==> config.mk <==
export PLATFORM = sky130hd
export DESIGN_NAME = ram_vec_add_ctrl
export DESIGN_NICKNAME = d
export VERILOG_FILES = /design/src/rtl/ram_pkg.sv /design/src/rtl/ram_vec_add_ctrl.sv
export SDC_FILE = /design/constraint.sdc
export NUM_CORES = 1
export LEC_CHECK = 0
export CAP_MARGIN = 20
export CORE_ASPECT_RATIO = 0.6
export CORE_MARGIN = 4
export CORE_UTILIZATION = 25
export DETAILED_ROUTE_END_ITERATION = 12
export GPL_TIMING_DRIVEN = 0
export PLACE_DENSITY = 0.53
export SKIP_CTS_REPAIR_TIMING = 1
export SLEW_MARGIN = 0
export SYNTH_ARGS = -nofsm -noshare
export SYNTH_HDL_FRONTEND = slang
export SYNTH_SLANG_ARGS = --single-unit
==> constraint.sdc <==
create_clock -name clk -period 3.6 [get_ports clk]
set_input_delay 0.36 -clock clk [delete_from_list [all_inputs] [get_ports clk]]
set_output_delay 0.36 -clock clk [all_outputs]
set_load 0.02 [all_outputs]
==> src/rtl/ram_pkg.sv <==
// Shared types and helpers for the RAM vector-add sequencer.
package ram_pkg;

    // Sequencer state encoding
    typedef enum logic [1:0] {
        S_IDLE  = 2'd0,
        S_RUN   = 2'd1,
        S_DRAIN = 2'd2,
        S_FIN   = 2'd3
    } vec_state_t;

    // Largest legal element count for a given address width
    function automatic int unsigned max_len(input int unsigned aw);
        return 32'd1 << aw;
    endfunction

endpackage

==> src/rtl/ram_vec_add_ctrl.sv <==
// D[i] = A[i] + B[i] over a 3-port RAM, one element per cycle,
// read stage forwards the in-flight write so results match in-order execution.
module ram_vec_add_ctrl
    import ram_pkg::*;
#(
    parameter int unsigned ADDR_WIDTH = 3,
    parameter int unsigned DATA_WIDTH = 8
) (
    input  logic                  clk,
    input  logic                  rst,
    input  logic                  start,
    input  logic [ADDR_WIDTH-1:0] a_base,
    input  logic [ADDR_WIDTH-1:0] b_base,
    input  logic [ADDR_WIDTH-1:0] d_base,
    input  logic [ADDR_WIDTH:0]   len,
    output logic                  busy,
    output logic                  done,
    output logic                  carry,
    output logic [ADDR_WIDTH-1:0] r_addr0,
    output logic [ADDR_WIDTH-1:0] r_addr1,
    input  logic [DATA_WIDTH-1:0] r_data0,
    input  logic [DATA_WIDTH-1:0] r_data1,
    output logic [ADDR_WIDTH-1:0] w_addr,
    output logic [DATA_WIDTH-1:0] w_data,
    output logic                  write_enable
);

    localparam int unsigned LEN_W = ADDR_WIDTH + 1;
    localparam int unsigned SUM_W = DATA_WIDTH + 1;
    localparam logic [LEN_W-1:0] MAX_LEN = LEN_W'(max_len(ADDR_WIDTH));

    vec_state_t            r_state,  w_state_nxt;
    logic [LEN_W-1:0]      r_idx,    w_idx_nxt;
    logic [LEN_W-1:0]      r_len,    w_len_nxt;
    logic [ADDR_WIDTH-1:0] r_ra0,    w_ra0_nxt;
    logic [ADDR_WIDTH-1:0] r_ra1,    w_ra1_nxt;
    logic [ADDR_WIDTH-1:0] r_da,     w_da_nxt;
    logic [ADDR_WIDTH-1:0] r_waddr,  w_waddr_nxt;
    logic [DATA_WIDTH-1:0] r_wdata,  w_wdata_nxt;
    logic                  r_we,     w_we_nxt;
    logic                  r_busy,   w_busy_nxt;
    logic                  r_done,   w_done_nxt;
    logic                  r_carry,  w_carry_nxt;

    logic [LEN_W-1:0]      w_len_clamp;
    logic [DATA_WIDTH-1:0] w_op0;
    logic [DATA_WIDTH-1:0] w_op1;
    logic [SUM_W-1:0]      w_sum;

    // Operand fetch with forwarding from the write being committed this cycle
    always_comb begin
        w_op0 = (r_we && (r_waddr == r_ra0)) ? r_wdata : r_data0;
        w_op1 = (r_we && (r_waddr == r_ra1)) ? r_wdata : r_data1;
        w_sum = SUM_W'(w_op0) + SUM_W'(w_op1);
        w_len_clamp = (len > MAX_LEN) ? MAX_LEN : len;
    end

    // Next-state and registered-output values
    always_comb begin
        w_state_nxt = r_state;
        w_idx_nxt   = r_idx;
        w_len_nxt   = r_len;
        w_ra0_nxt   = r_ra0;
        w_ra1_nxt   = r_ra1;
        w_da_nxt    = r_da;
        w_waddr_nxt = r_waddr;
        w_wdata_nxt = r_wdata;
        w_carry_nxt = r_carry;
        w_we_nxt    = 1'b0;
        w_busy_nxt  = 1'b0;
        w_done_nxt  = 1'b0;

        unique case (r_state)
            S_IDLE: begin
                if (start) begin
                    w_len_nxt   = w_len_clamp;
                    w_idx_nxt   = '0;
                    w_ra0_nxt   = a_base;
                    w_ra1_nxt   = b_base;
                    w_da_nxt    = d_base;
                    w_carry_nxt = 1'b0;
                    if (w_len_clamp == '0) begin
                        w_state_nxt = S_FIN;
                        w_done_nxt  = 1'b1;
                    end else begin
                        w_state_nxt = S_RUN;
                        w_busy_nxt  = 1'b1;
                    end
                end
            end
            S_RUN: begin
                w_busy_nxt  = 1'b1;
                w_we_nxt    = 1'b1;
                w_waddr_nxt = r_da;
                w_wdata_nxt = w_sum[DATA_WIDTH-1:0];
                w_carry_nxt = r_carry | w_sum[DATA_WIDTH];
                if (r_idx == (r_len - LEN_W'(1))) begin
                    w_state_nxt = S_DRAIN;
                end else begin
                    w_idx_nxt = r_idx + LEN_W'(1);
                    w_ra0_nxt = r_ra0 + ADDR_WIDTH'(1);
                    w_ra1_nxt = r_ra1 + ADDR_WIDTH'(1);
                    w_da_nxt  = r_da + ADDR_WIDTH'(1);
                end
            end
            S_DRAIN: begin
                w_state_nxt = S_FIN;
                w_done_nxt  = 1'b1;
            end
            S_FIN: begin
                w_state_nxt = S_IDLE;
            end
            default: begin
                w_state_nxt = S_IDLE;
            end
        endcase
    end

    // State and output registers
    always_ff @(posedge clk or posedge rst) begin
        if (rst) begin
            r_state <= S_IDLE;
            r_idx   <= '0;
            r_len   <= '0;
            r_ra0   <= '0;
            r_ra1   <= '0;
            r_da    <= '0;
            r_waddr <= '0;
            r_wdata <= '0;
            r_we    <= 1'b0;
            r_busy  <= 1'b0;
            r_done  <= 1'b0;
            r_carry <= 1'b0;
        end else begin
            r_state <= w_state_nxt;
            r_idx   <= w_idx_nxt;
            r_len   <= w_len_nxt;
            r_ra0   <= w_ra0_nxt;
            r_ra1   <= w_ra1_nxt;
            r_da    <= w_da_nxt;
            r_waddr <= w_waddr_nxt;
            r_wdata <= w_wdata_nxt;
            r_we    <= w_we_nxt;
            r_busy  <= w_busy_nxt;
            r_done  <= w_done_nxt;
            r_carry <= w_carry_nxt;
        end
    end

    assign busy         = r_busy;
    assign done         = r_done;
    assign carry        = r_carry;
    assign r_addr0      = r_ra0;
    assign r_addr1      = r_ra1;
    assign w_addr       = r_waddr;
    assign w_data       = r_wdata;
    assign write_enable = r_we;

endmodule

==> results.cfg, run 1 <==
[status]
status = complete, no violations

[power_and_ir_drop]
vdd_drop_max_uv = 303
leakagePower_uw = 0.00131
power_density_nw_per_um2 = 885

[logic_synthesis]
syn_area_per_cell_um2 = 9.54
yosys.cell_count.top_type = dfrtp_1
synth_flop_cell = dfrtp_1
synth_compound_area_share_pct = 18.9
synth_xor_area_share_pct = 5.82
synth_seq_cells = 34
synth_top_family_by_area = compound AO/OA/AOI/OAI gates
yosys.area.top_type_share_pct = 35.7
synth_mux_area_share_pct = 11.3
yosysTopAreaCell = dfrtp_1
synth_fp_nets = 299
yosysSeqAreaShare_pct = 35.7
synthArstFlopShare_pct = 100
synth.cell_area_um2 = 2390
yosys.area_share.simple_pct = 14.2
syn_inst = 250
synth.distinct_cells = 45
synth_area_leaders = dfrtp_1 36%, mux2_2 11%, ha_1 8.4%
synthAdderAreaFrac_pct = 9.23
synth_edf_count = 0
synth_commonest_cells = 34 x dfrtp_1, 23 x mux2_2, 21 x nand2_1
ys_warn_count = 0

[final_layout]
multi_input_area_um2 = 1420
seq_area_um2 = 851
num_antenna_cells = 0
nets = 368
syn2layout_area_growth_pct = 37.3
finalNonFillerCells = 449
drive_gt1_share_pct = 15.7
fillers = 938

[detailed_routing]
drtAntennaViolNets = 0
post-route-drc-count = 0
routed-via-count = 2123
via_per_inst = 4.73
routed_wl_um = 7090
wl_per_cell_um = 15.8
dr.pass1.iters = 4
drt_iter0_drc = 89

[global_routing]
grt_max_degree = 35
grtUsageTotal_pct = 13.1
globalRouteOverflowTotal = 0
grt_pass1_wl_um = 11600
antenna_found_initial = 0
grt_pass1_vias = 2156

[clock_tree]
cts_root_buf = clkbuf_16
cts_made_buffers = 5
cts_num_sinks = 34
cts_tree = yes
cts_buffer_depth = 2
clk_latency_ns = 0.28
h-tree-depth = 2
clk_pin_slew_ns = 0.05

[sta]
skew_ns = 0.00274
finalCriticalPeriod_ns = 3.14
finalSetupViolations = 0
hold_violations = 0
slew_viol_final = 0
fin_setup_tns_ns = 0
finalCritPeriodShare_pct = 87.1
worst_pin_slew_ns = 0.848
slew_headroom_pct = 42.9
rsz0062_at_grt = false
fmax_ghz = 0.319

[floorplanning]
row_count = 27
core_area_um2 = 9220
dieArea_um2 = 11200
chipWidth_um = 134
start_util_pct = 25.9
fp.dieH_um = 83.7
io_pins = 53

[placed_design]
place_inst = 432
gp_congestion = 0.785
port_buffers = 52
place_hpwl_um = 5220

[setup_path]
arrival_ns = 3.29
crit_chain = xnor2_1 -> nand4_1 -> buf_4 -> mux2_2 -> ha_1 -> fa_1 -> a21o_1 -> a21oi_1 -> o21bai_1 -> a2111oi_0 -> o31ai_1
rr_worst_depth = 11
path_class = reg -> reg
slowest_delay_ns = 0.51
crit_path_max_fanout = 7
crit_path_end_kind = flip-flop
cp.required_ns = 3.75
worst-path-stages = 11
cp_top_family = compound AO/OA/AOI/OAI gates
r2r_slack_ns = 0.46
slowest_stage = a2111oi_0
crit_buf_inv = 1
startpoint_type = flip-flop

[worst_hold_path]
min_path_cells = 2
hp-class = reg -> reg

[flow_run]
cap_violations = 0
state kept, by name (all words and copies together) (netlist names):
signal,flops
busy,1
r_len,4
r_addr0,3
r_idx,4
w_data,8
w_addr,3
write_enable,1
carry,1
r_state,2
r_addr1,3
r_da,3
done,1
layer usage:
| metal | vias to the layer above | track usage, % | wire (um) |
|---|---|---|---|
| li1 | 1052 | - | - |
| met1 | 1019 | 20.7 | 4050 |
| met2 | 45 | 16.5 | 2590 |
| met3 | 7 | 4.22 | 394 |
| met4 | 0 | 3.23 | 61 |
| met5 | - | 0 | 0 |
cells in the final DEF (no fill, tap or decap), types with 4 or more instances in the layout:
master           count
clkdlybuf4s50_1     52
dfrtp_1             34
mux2_2              23
nand2_1             21
ha_1                16
nor2_1              14
inv_1               13
o21ai_0             13
xnor2_1             12
a21oi_1             10
buf_4               10
a31oi_1              9
clkbuf_1             8
nand2b_1             6
nor3_1               6
nand3_1              5
clkbuf_16            5
o22a_2               4
nand4_1              4
o311ai_0             4
cell families after synthesis:
group | after synthesis
xor gates and xnor gates | 15
DFF | 34
buffers and inverters | 25
adders and majority gates | 17
AOI/OAI and AO/OA | 66
muxes | 24
and+or+nand+nor | 69
metrics by stage:
stage	util, %	power [uW]	setup WS [ns]	hold WS (ns)	area (um^2)
2_1_floorplan	-	1860	0.610	0.473	2390
3_3_place_gp	33.3	2430	0.0574	0.506	3070
3_5_place_dp	33.3	2440	0.0305	0.515	3070
4_1_cts	34.7	2870	0.0125	0.526	3200
5_1_grt	35.5	3150	0.253	0.549	3280
6_report	35.5	2900	0.463	0.524	3280
final cells by class:
| class | count | area share [%] |
|---|---|---|
| multi-input combinational | 191 | 43.3 |
| sequential | 34 | 26.0 |
| timing repair buffer | 62 | 18.2 |
| tap | 130 | 4.96 |
| clock buffer | 7 | 4.05 |
| buffer | 11 | 1.95 |
| inverter | 14 | 1.60 |
worst reg2reg max path, delay by kind of cell (launching register included):
family,cells,cell delay [ns]
compound gates,5,1.16
fa+ha+maj,2,0.63
flops,1,0.45
mux,1,0.36
buf+inv,1,0.18
xor+xnor,1,0.15
simple gates,1,0.08
power breakdown:
part	switching, uW	internal, uW
Clock	162	253
Sequential	204	569
Combinational	898	816
path summary, 6_finish.rpt:
check	start	to
max	r_addr1[2]$_DFFE_PP0P_	carry$_DFFE_PP0P_
min	r_len[1]$_DFFE_PP0P_	r_len[1]$_DFFE_PP0P_
max reg2reg	r_addr1[2]$_DFFE_PP0P_	carry$_DFFE_PP0P_
min reg2reg	r_len[1]$_DFFE_PP0P_	r_len[1]$_DFFE_PP0P_
max in group asynchronous	rst	w_data[4]$_DFFE_PP0P_
min in group asynchronous	rst	r_len[3]$_DFFE_PP0P_
(Power assumes the default switching activity.)
==> run 2, diff against run 1 <==
--- a/config.mk
+++ b/config.mk
@@ -8,10 +8,10 @@
 export CAP_MARGIN = 20
 export CORE_ASPECT_RATIO = 0.6
 export CORE_MARGIN = 4
-export CORE_UTILIZATION = 25
+export CORE_UTILIZATION = 51
 export DETAILED_ROUTE_END_ITERATION = 12
 export GPL_TIMING_DRIVEN = 0
-export PLACE_DENSITY = 0.53
+export PLACE_DENSITY = 0.89
 export SKIP_CTS_REPAIR_TIMING = 1
 export SLEW_MARGIN = 0
 export SYNTH_ARGS = -nofsm -noshare
==> run 2 against run 1 <==
Net effect: count of clock-buffer cells in the layout decreased by 1; wire length down 11%; sequential share of layout area increased by 1.6 points; first-iteration DRC count is 100% higher; register-to-register slack got worse by 0.24 ns; non-clock buffer count shrank 9; fmax fell by 7.2%.
==> results.cfg, run 2 (same netlist as run 1, synthesis figures left out) <==
[setup_path]
crit_chain = xnor2_1 -> nand4_1 -> mux2_2 -> ha_1 -> fa_1 -> a21o_1 -> a21oi_1 -> o21bai_1 -> a2111oi_0 -> o31ai_1
reg2reg_from = r_addr0[0]$_DFFE_PP0P_
startpoint_type = flip-flop
cp.required_ns = 3.77
path_class = reg -> reg
crit_path_end_kind = flip-flop
crit_path_max_fanout = 8
rr_worst_depth = 10
r2r_end = carry$_DFFE_PP0P_
slowest_stage = dfrtp_1
arrival_ns = 3.55
slowest_delay_ns = 0.45
setup.worst_path.start = r_addr0[0]$_DFFE_PP0P_
r2r_slack_ns = 0.22

[power_and_ir_drop]
p_sw_share_pct = 45.0
power.switching_uw = 1230
power_density_nw_per_um2 = 884
finalPower_uw = 2730
clockPowerShare_pct = 10.5
power.internal_uw = 1500
leakagePower_uw = 0.00126
vdd_drop_max_uv = 622
seq_power_share_pct = 28.5
combPwrFrac_pct = 61.1

[final_layout]
final_area_um2 = 3090
nets = 359
finalNonFillerCells = 369
num_antenna_cells = 0
postLayoutCoreUtil_pct = 71.9
mostFrequentLayoutCells = 52 x clkdlybuf4s50_1, 34 x dfrtp_1, 23 x mux2_2
drive_gt1_share_pct = 13.3
fillers = 318
largest_register_ff_count = 8
final_common_cell = clkdlybuf4s50_1
syn2layout_area_growth_pct = 29.6

[sta]
worst_pin_slew_ns = 0.859
hold_violations = 0
slew_headroom_pct = 42.3
finalCriticalPeriod_ns = 3.38
fin_setup_tns_ns = 0
fmax_ghz = 0.296
finalSetupViolations = 0
slew_viol_final = 0
rsz0062_at_grt = false
finalCritPeriodShare_pct = 93.9
skew_ns = 0.00615

[global_routing]
grt_max_degree = 25
grtUsageTotal_pct = 22.4
antenna_found_initial = 0
grt_pass1_vias = 2034
grt_pass1_wl_um = 10000
globalRouteOverflowTotal = 0

[clock_tree]
cts_root_buf = clkbuf_8
clk_latency_ns = 0.29
cts_tree = yes
clk_pin_slew_ns = 0.07
cts_buffer_depth = 2
cts_num_sinks = 34
cts_made_buffers = 5
h-tree-depth = 2

[placed_design]
place_inst = 363
port_buffers = 52
placed_cell_area_um2 = 3010
place_hpwl_um = 4730
gp_congestion = 0.862

[detailed_routing]
drtAntennaViolNets = 0
drt_iter0_drc = 179
dr.pass1.iters = 5
post-route-drc-count = 0
via_per_inst = 5.90
routed-via-count = 2177
wl_per_cell_um = 17.0
routed_wl_um = 6290

[floorplanning]
chipWidth_um = 96.3
core_area_um2 = 4300
start_util_pct = 55.5
fp.dieH_um = 61.0
io_pins = 53
row_count = 18
dieArea_um2 = 5870

[flow_run]
cap_violations = 0

[worst_hold_path]
hp-class = in -> async

[status]
status = complete, no violations
==> run 2: how the worst max path moves through the flow <==
stage,cells after the start,to,slack [ns]
floorplan,10,carry$_DFFE_PP0P_,0.61
global placement,10,carry$_DFFE_PP0P_,0.23
detailed placement,10,carry$_DFFE_PP0P_,0.23
CTS,10,carry$_DFFE_PP0P_,0.21
global route,10,carry$_DFFE_PP0P_,0.01
finish,10,carry$_DFFE_PP0P_,0.22
==> run 2: power by group through the flow <==
| stage | combinational (uW) | clock (uW) | sequential [uW] |
|---|---|---|---|
| after global placement | 1590 | 0 | 765 |
| after floorplan | 1000 | 0 | 864 |
| final | 1670 | 286 | 779 |
| after global routing | 1820 | 303 | 803 |
| after detailed placement | 1650 | 0 | 778 |
| after CTS | 1650 | 287 | 774 |
==> run 2: critical path, delay by kind of cell (launching register included) <==
kind	cells	cell delay, ns
xor gates and xnor gates	1	0.19
and+or+nand+nor	1	0.44
muxes	1	0.44
DFF	1	0.45
AOI/OAI and AO/OA	5	1.11
adders and majority gates	2	0.63
==> run 2: layer usage <==
layer / global-route usage (%) / vias up / share of wire [%]
met3: 4.46 / 12 / 7.7
met5: 0 / - / 0
met4: 5.19 / 0 / 1.1
li1: - / 1035 / -
met1: 33.4 / 1034 / 48
met2: 33.8 / 96 / 43
==> run 2: cell type report <==
type	instances	area [um^2]	area share (%)
multi-input combinational	191	1420	45.9
sequential	34	851	27.5
timing repair buffer	53	548	17.7
clock buffer	6	82.6	2.67
tap	60	75.1	2.43
buffer	11	63.8	2.06
inverter	14	52.6	1.70
==> run 2: stage by stage <==
| step | setup slack [ns] | hold WS, ns |
|---|---|---|
| finish | 0.220 | 0.395 |
| global route | 0.0133 | 0.428 |
| CTS | 0.211 | 0.407 |
| detailed placement | 0.231 | 0.520 |
| global placement | 0.235 | 0.491 |
| floorplan | 0.610 | 0.473 |
